--- src/rtl/fetch_pkg.sv ---
// rtl/fetch_pkg.sv - shared state encoding and default widths for the instruction fetch unit
package fetch_pkg;

  localparam int ADDR_W_DEF  = 13;
  localparam int INSTR_W_DEF = 16;
  localparam int DEPTH_DEF   = 4;

  typedef enum logic [1:0] {
    IDLE  = 2'd0,
    REQ   = 2'd1,
    FLUSH = 2'd2
  } fetch_state_e;

endpackage

--- src/rtl/fetch_occupancy_counter.sv ---
// rtl/fetch_occupancy_counter.sv - prefetch register occupancy tracker
module fetch_occupancy_counter
  import fetch_pkg::*;
#(
  parameter int DEPTH = DEPTH_DEF,
  parameter int OCC_W = $clog2(DEPTH) + 1
) (
  input  logic             clk,
  input  logic             rst,
  input  logic             clr_i,
  input  logic             inc_i,
  input  logic             dec_i,
  output logic [OCC_W-1:0] occupancy_o
);

  logic [OCC_W-1:0] occ_q, occ_d;

  // Clear wins; a write and a consume in the same cycle cancel; consume when empty is dropped.
  always_comb begin
    occ_d = occ_q;
    if (clr_i) begin
      occ_d = '0;
    end else if (inc_i && !dec_i) begin
      occ_d = occ_q + OCC_W'(1);
    end else if (dec_i && !inc_i && (occ_q != '0)) begin
      occ_d = occ_q - OCC_W'(1);
    end
  end

  always_ff @(posedge clk or negedge rst) begin
    if (!rst) begin
      occ_q <= '0;
    end else begin
      occ_q <= occ_d;
    end
  end

  assign occupancy_o = occ_q;

endmodule

--- src/rtl/instruction_fetch_unit.sv ---
// rtl/instruction_fetch_unit.sv - sequential instruction fetcher feeding a small prefetch register
module instruction_fetch_unit
  import fetch_pkg::*;
#(
  parameter int ADDR_W  = ADDR_W_DEF,
  parameter int INSTR_W = INSTR_W_DEF,
  parameter int DEPTH   = DEPTH_DEF
) (
  input  logic                     clk,
  input  logic                     rst,
  input  logic                     fetch_en,
  input  logic                     redirect,
  input  logic [ADDR_W-1:0]        redirect_pc,
  input  logic                     consume,
  output logic                     imem_req,
  output logic [ADDR_W-1:0]        imem_addr,
  input  logic                     imem_ack,
  input  logic [INSTR_W-1:0]       imem_rdata,
  output logic                     ipr_wr_en,
  output logic [INSTR_W-1:0]       ipr_instruction,
  output logic [ADDR_W-1:0]        ipr_instr_ptr,
  output logic [$clog2(DEPTH):0]   occupancy,
  output logic [ADDR_W-1:0]        fetch_pc
);

  localparam int OCC_W = $clog2(DEPTH) + 1;
  localparam int SUM_W = OCC_W + 1;

  fetch_state_e       state_q, state_d;
  logic [ADDR_W-1:0]  pc_q, pc_d;
  logic [ADDR_W-1:0]  addr_q, addr_d;
  logic [ADDR_W-1:0]  ptr_q, ptr_d;
  logic [INSTR_W-1:0] instr_q, instr_d;
  logic               wr_q, wr_d;
  logic [SUM_W-1:0]   in_flight;
  logic               room_idle;
  logic               room_ack;

  // Entries held plus the write already on its way; an ack taken this cycle adds one more.
  assign in_flight = SUM_W'(occupancy) + SUM_W'(wr_q);
  assign room_idle = fetch_en && (in_flight < SUM_W'(DEPTH));
  assign room_ack  = fetch_en && ((in_flight + SUM_W'(1)) < SUM_W'(DEPTH));

  always_comb begin
    state_d = state_q;
    pc_d    = pc_q;
    addr_d  = addr_q;
    ptr_d   = ptr_q;
    instr_d = instr_q;
    wr_d    = 1'b0;
    case (state_q)
      IDLE: begin
        if (redirect) begin
          pc_d = redirect_pc;
        end else if (room_idle) begin
          state_d = REQ;
          addr_d  = pc_q;
        end
      end
      REQ: begin
        if (redirect) begin
          pc_d    = redirect_pc;
          state_d = imem_ack ? IDLE : FLUSH;
        end else if (imem_ack) begin
          wr_d    = 1'b1;
          instr_d = imem_rdata;
          ptr_d   = addr_q;
          pc_d    = addr_q + ADDR_W'(1);
          if (room_ack) begin
            addr_d = addr_q + ADDR_W'(1);
          end else begin
            state_d = IDLE;
          end
        end
      end
      FLUSH: begin
        // The request stays on the bus until memory answers; its data is dropped.
        if (redirect) begin
          pc_d = redirect_pc;
        end
        if (imem_ack) begin
          state_d = IDLE;
        end
      end
      default: state_d = IDLE;
    endcase
  end

  always_ff @(posedge clk or negedge rst) begin
    if (!rst) begin
      state_q <= IDLE;
      pc_q    <= '0;
      addr_q  <= '0;
      ptr_q   <= '0;
      instr_q <= '0;
      wr_q    <= 1'b0;
    end else begin
      state_q <= state_d;
      pc_q    <= pc_d;
      addr_q  <= addr_d;
      ptr_q   <= ptr_d;
      instr_q <= instr_d;
      wr_q    <= wr_d;
    end
  end

  fetch_occupancy_counter #(
    .DEPTH (DEPTH)
  ) u_occupancy (
    .clk         (clk),
    .rst         (rst),
    .clr_i       (redirect),
    .inc_i       (wr_q),
    .dec_i       (consume),
    .occupancy_o (occupancy)
  );

  assign imem_req        = (state_q != IDLE);
  assign imem_addr       = addr_q;
  assign ipr_wr_en       = wr_q;
  assign ipr_instruction = instr_q;
  assign ipr_instr_ptr   = ptr_q;
  assign fetch_pc        = pc_q;

endmodule

--- config.mk ---
export PLATFORM = sky130hd
export DESIGN_NAME = instruction_fetch_unit
export DESIGN_NICKNAME = d
export VERILOG_FILES = /design/src/rtl/fetch_pkg.sv /design/src/rtl/fetch_occupancy_counter.sv /design/src/rtl/instruction_fetch_unit.sv
export SDC_FILE = /design/constraint.sdc
export NUM_CORES = 1
export LEC_CHECK = 0
export BUFFER_PORTS_ARGS = -buffer_cell sky130_fd_sc_hd__buf_2
export CAP_MARGIN = 20
export CORE_MARGIN = 10
export CORE_UTILIZATION = 35
export CTS_CLUSTER_SIZE = 24
export DETAILED_ROUTE_END_ITERATION = 16
export PLACE_DENSITY = 0.6
export SYNTH_ARGS = -nofsm -noshare
export SYNTH_HDL_FRONTEND = slang
export SYNTH_SLANG_ARGS = --single-unit
--- constraint.sdc ---
create_clock -name clk -period 2.5 [get_ports clk]
set_input_delay 0.375 -clock clk [delete_from_list [all_inputs] [get_ports clk]]
set_output_delay 0.375 -clock clk [all_outputs]
set_load 0.02 [all_outputs]
# Word-level counts from Yosys, hierarchy flattened
# Cells that the tools add are included.
# classes
bitwise,1
eq_ne,11
add_sub_neg,5
n_mux,24
order_cmp,2
reduce_logical,18
# op_table
op,n
$mux W13,8
$pmux W13 S2,2
$mux W2,7
$add A13 B1 Y13 const B,1
$ne A2 B2 Y1 const B,6
$mux W3,3
$lt A4 B3 Y1 const B,2
$ne A3 B3 Y1 const B,2
$pmux W2 S3,1
$reduce_and A3 Y1,2
$reduce_and A6 Y1,1
$reduce_bool A2 Y1,3
$reduce_bool A3 Y1,2
$logic_and A1 B1 Y1,5
$reduce_and A5 Y1,1
$add A3 B1 Y4,1
$add A4 B1 Y4 const B,1
$add A3 B1 Y3 const B,1
$mux W1,3
$sub A3 B1 Y3 const B,1
$eq A2 B1 Y1 const B,1
$eq A2 B2 Y1 const B,1
$logic_not A1 Y1,2
$logic_not A2 Y1,1
3 further kinds,3
# word_totals
register_bits,61
out_inout_bits,60

# Logic depth before layout (Yosys ltp)
# depth
ltp_word,8
ltp_mapped,9
depth_no_buf,8

# Hierarchy
# A second synthesis with hierarchy kept.
# hier_totals
cells_unflattened,345
area_unflattened_um2,3131.8
# modules_own_cells
mod,seq_area_each_um2,cells_per_inst,area_each_um2,n_inst
instruction_fetch_unit,1451.4,320,2901.5,1
fetch_occupancy_counter,75.1,25,230.2,1

# Worst setup path before layout
# OpenSTA, ideal clock, no wires.
# synth_path
kind,register -> register
startpoint,register u_occupancy.occ_q[0] (netlist: u_occupancy.occupancy_o[0])
endpoint,register addr_q[12] (netlist: imem_addr[12])
setup_ps,125
path_stages_with_launch,8
setup_slack_ps,399
period_less_slack_ps,2101
n_path_buf,0
arrival_time_ps,1976
path_cell_list,dfrtp_1 ha_1 ha_1 and2_1 nand4_1 o32ai_4 o21ai_4 mux2_4
# synth_between
elab_chain_len,6
# synth_rtl
item,line_no,rtl
"start, declared",fetch_occupancy_counter.sv:16,"logic [OCC_W-1:0] occ_q, occ_d;"
"start signal, assigned",fetch_occupancy_counter.sv:32,occ_q <= '0;
"start signal, assigned",fetch_occupancy_counter.sv:34,occ_q <= occ_d;
$add A3 B1 Y4 (*),instruction_fetch_unit.sv:40,assign in_flight = SUM_W'(occupancy) + SUM_W'(wr_q);
$add A4 B1 Y4,instruction_fetch_unit.sv:42,assign room_ack = fetch_en && ((in_flight + SUM_W'(1)) < SUM_W'(DEPTH));
$lt A4 B3 Y1,instruction_fetch_unit.sv:42,
$logic_and A1 B1 Y1,instruction_fetch_unit.sv:42,
$ne A2 B2 Y1 (no source line),--,
$reduce_and A6 Y1 (no source line) (*),--,
"end signal, assigned",instruction_fetch_unit.sv:100,addr_q <= addr_d;
"end, declared",instruction_fetch_unit.sv:31,"logic [ADDR_W-1:0] addr_q, addr_d;"
# Every way passes the cells marked *; elsewhere a longest branch is shown, timed or not.
# A chain may end at the register's enable or synchronous reset.

# Final worst setup path
# layout_path
startpoint,register u_occupancy.occ_q[0] (netlist: u_occupancy.occupancy_o[0])
endpoint,register addr_q[1] (netlist: imem_addr[1])
# The elaborated chain is that of the path after synthesis.

==> impl_metrics.sql <==
INSERT INTO impl_metrics (metric_group, metric, value, unit) VALUES
('drt', 'drc_errors', '0', ''),
('timing', 'clock_skew', '6.84', 'ps'),
('floorplan', 'die-height', '116', 'um'),
('global_route', 'first_global_vias', '2599', ''),
('timing', 'worst-slew-pin-transition', '892', 'ps'),
('floorplan', 'design.die.area', '13400', 'um2'),
('floorplan', 'core-area', '8810', 'um2'),
('layout', 'num_antenna_cells', '0', ''),
('drt', 'vias_per_cell', '5.19', ''),
('clocking', 'tritoncts.num_buffers', '9', ''),
('worst_setup_path', 'crit-reg2reg-launch', 'u_occupancy.occupancy_o[0]', ''),
('timing', 'fmax', '0.421', 'GHz'),
('clocking', 'clkTransAtPathRegs', '70', 'ps'),
('clocking', 'tritoncts', 'done', ''),
('layout', 'nets', '425', ''),
('timing', 'finalCriticalPeriod', '2370', 'ps'),
('clocking', 'post_cts.repair.setup_buffers', '0', ''),
('timing', 'post-route-period-util', '95.0', '%'),
('worst_setup_path', 'cp.arrival', '2600', 'ps'),
('yosys', 'synth_enable_flop_cells', '0', ''),
('worst_setup_path', 'setup_slack_of_the_worst_register_to_register_path', '130', 'ps'),
('layout', 'multiInputGateArea', '1510', 'um2'),
('yosys', 'postSynth.asyncResetShare', '100', '%'),
('timing', 'rsz0062_at_grt', 'false', ''),
('worst_setup_path', 'setup.worst_path.start_class', 'flop', ''),
('worst_hold_path', 'worst_hold_path_type', 'in -> async', ''),
('place', 'dp.cells', '483', ''),
('timing', 'maxSlewViolCount', '0', ''),
('place', 'io_buffer_count', '94', ''),
('drt', 'wire_length_on_met1', '3.82', 'mm'),
('clocking', 'ctsResizeCount', '0', ''),
('global_route', 'maximum_number_of_pins_on_one_net_before_global_route_repair', '62', ''),
('pwr', 'power_per_cell_area', '986', 'nW/um2'),
('flow_run', 'max_cap_violations', '0', ''),
('global_route', 'groute.usage.overall', '12.9', '%'),
('drt', 'dr_total_vias', '2583', ''),
('layout', 'postLayoutCoreUtil', '44.3', '%'),
('yosys', 'ys_seq_area_share', '47.6', '%'),
('worst_setup_path', 'required', '2730', 'ps'),
('clocking', 'clock_path_buffers', '2', ''),
('layout', 'final-seq-area', '1530', 'um2'),
('yosys', 'synth_seq_cells', '61', ''),
('drt', 'drt_iter0_drc', '106', ''),
('yosys', 'synth_flop_type', 'sky130_fd_sc_hd__dfrtp_1', ''),
('pwr', 'power_leakage', '1.84', 'nW'),
('yosys', 'ys_warn_count', '0', ''),
('drt', 'route.final.wire_length', '8.65', 'mm'),
('layout', 'layout-drive-gt1-share', '36.9', '%'),
('timing', 'finalSetupTns', '0', 'ps'),
('global_route', 'global_route_congestion_overflow_total', '0', ''),
('yosys', 'synth_commonest_cells', 'sky130_fd_sc_hd__dfrtp_1, sky130_fd_sc_hd__nand2_1, sky130_fd_sc_hd__a21oi_1', ''),
('drt', 'drt_pre_antenna_iters', '4', ''),
('drt', 'met3RoutedLength', '668', 'um'),
('timing', 'setup_viol', '0', ''),
('yosys', 'syn-mean-instance-area', '10.8', 'um2'),
('drt', 'route.antenna.remaining_nets', '0', ''),
('layout', 'flow.area_growth_from_synthesis', '21.4', '%'),
('global_route', 'antenna_found_initial', '0', ''),
('worst_setup_path', 'critPathLaunch', 'u_occupancy.occupancy_o[0]', ''),
('timing', 'timing.slew.headroom', '40.6', '%'),
('clocking', 'cts.sink_count', '61', ''),
('pwr', 'worst_ir_drop_vdd', '397', 'uV'),
('drt', 'met2_wirelength', '4.06', 'mm'),
('yosys', 'syn_inst', '297', ''),
('status', 'outcome', 'complete, no violations', ''),
('clocking', 'h-tree-depth', '3', ''),
('clocking', 'cts_hold_buffers', '0', ''),
('floorplan', 'floorplan.initialDensity', '36.4', '%'),
('yosys', 'synth_largest_area_cell', 'sky130_fd_sc_hd__dfrtp_1', ''),
('floorplan', 'die_width', '116', 'um'),
('place', 'gp_congestion', '0.795', '');
flip-flops by register name (all words and copies together), names as in the netlist:
signal and count:
state_q 2, ipr_instr_ptr 13, ipr_instruction 16, ipr_wr_en 1, imem_addr 13, u_occupancy.occupancy_o 3
fetch_pc 13
power by group:
part | total (W) | switching [W] | internal (W)
clock | 0.000834 | 0.000378 | 0.000455
sequential | 0.00158 | 0.000289 | 0.00129
combinational | 0.00143 | 0.000841 | 0.000586
critical path: stages, from the launching register on:
cell,delay [ps]
sky130_fd_sc_hd__dfrtp_1,440
sky130_fd_sc_hd__ha_1,250
sky130_fd_sc_hd__ha_1,210
sky130_fd_sc_hd__a21boi_2,160
sky130_fd_sc_hd__a21oi_2,270
sky130_fd_sc_hd__nor2_2,170
sky130_fd_sc_hd__o21ai_4,400
sky130_fd_sc_hd__mux2_4,340
layout make-up:
type / instances / area share [%]
clock inverter: 2 / 0.899
clock buffer: 13 / 3.56
multi-input combinational: 206 / 38.8
sequential: 61 / 39.2
inverter: 7 / 0.674
timing repair buffer: 101 / 13.4
tap: 108 / 3.47
per-stage QoR:
stage | total power (W) | setup WS (ps) | instance area (um2)
2_1_floorplan | 0.00250 | 399 | 3210
3_3_place_gp | 0.00302 | 184 | 3720
3_5_place_dp | 0.00305 | 131 | 3720
4_1_cts | 0.00390 | 105 | 3900
5_1_grt | 0.00409 | 7.30 | 3900
6_report | 0.00384 | 126 | 3900
per-layer routing:
layer  up-vias  track usage, %
li1       1241               -
met1      1241            15.6
met2        93            20.7
met3         8            4.91
met4         0            4.25
met5         -               0
logic make-up (layout without fill, tap and decap cells):
kind of cell    Yosys count  after routing  synth area share, %
compound gates           78             78                 16.9
xor+xnor                 12             12                 3.27
fa+ha+maj                 4              4                 1.79
buf+inv                  30            123                 5.30
flops                    61             61                 47.6
mux                      37             37                 13.3
simple gates             75             75                 11.9
cell usage in the layout, fill, tap and decap left out, types with 2 or more instances in the layout:
master / instances
sky130_fd_sc_hd__buf_2: 94
sky130_fd_sc_hd__dfrtp_1: 61
sky130_fd_sc_hd__nand2_1: 22
sky130_fd_sc_hd__a21oi_1: 20
sky130_fd_sc_hd__nor2_1: 18
sky130_fd_sc_hd__mux2_2: 18
sky130_fd_sc_hd__o21ai_0: 17
sky130_fd_sc_hd__o2bb2ai_1: 9
sky130_fd_sc_hd__clkbuf_8: 9
sky130_fd_sc_hd__mux2_1: 8
sky130_fd_sc_hd__xnor2_1: 8
sky130_fd_sc_hd__inv_1: 7
sky130_fd_sc_hd__buf_4: 7
sky130_fd_sc_hd__o21ai_1: 6
sky130_fd_sc_hd__o221ai_1: 6
sky130_fd_sc_hd__mux2i_1: 6
sky130_fd_sc_hd__mux2_4: 5
sky130_fd_sc_hd__nor3_1: 5
sky130_fd_sc_hd__and2_1: 4
sky130_fd_sc_hd__xor2_1: 4
sky130_fd_sc_hd__and3_1: 4
sky130_fd_sc_hd__nand3_1: 4
sky130_fd_sc_hd__clkbuf_1: 4
sky130_fd_sc_hd__nand2b_1: 3
sky130_fd_sc_hd__a32oi_1: 3
sky130_fd_sc_hd__ha_1: 3
sky130_fd_sc_hd__and4_1: 2
sky130_fd_sc_hd__nand4_1: 2
sky130_fd_sc_hd__nor2_2: 2
sky130_fd_sc_hd__and2b_1: 2
sky130_fd_sc_hd__nor2b_1: 2
sky130_fd_sc_hd__a22oi_1: 2
worst paths after layout:
check	endpoint	depth (start not counted)
worst max-delay path	imem_addr[1]	7
worst min-delay path	ipr_instr_ptr[3]	2
worst max register to register	imem_addr[1]	7
worst min register to register	ipr_instruction[13]	1
max in group asynchronous	ipr_instr_ptr[9]	2
min in group clk	state_q[1]	2
Power figures use the tool's default switching activity.
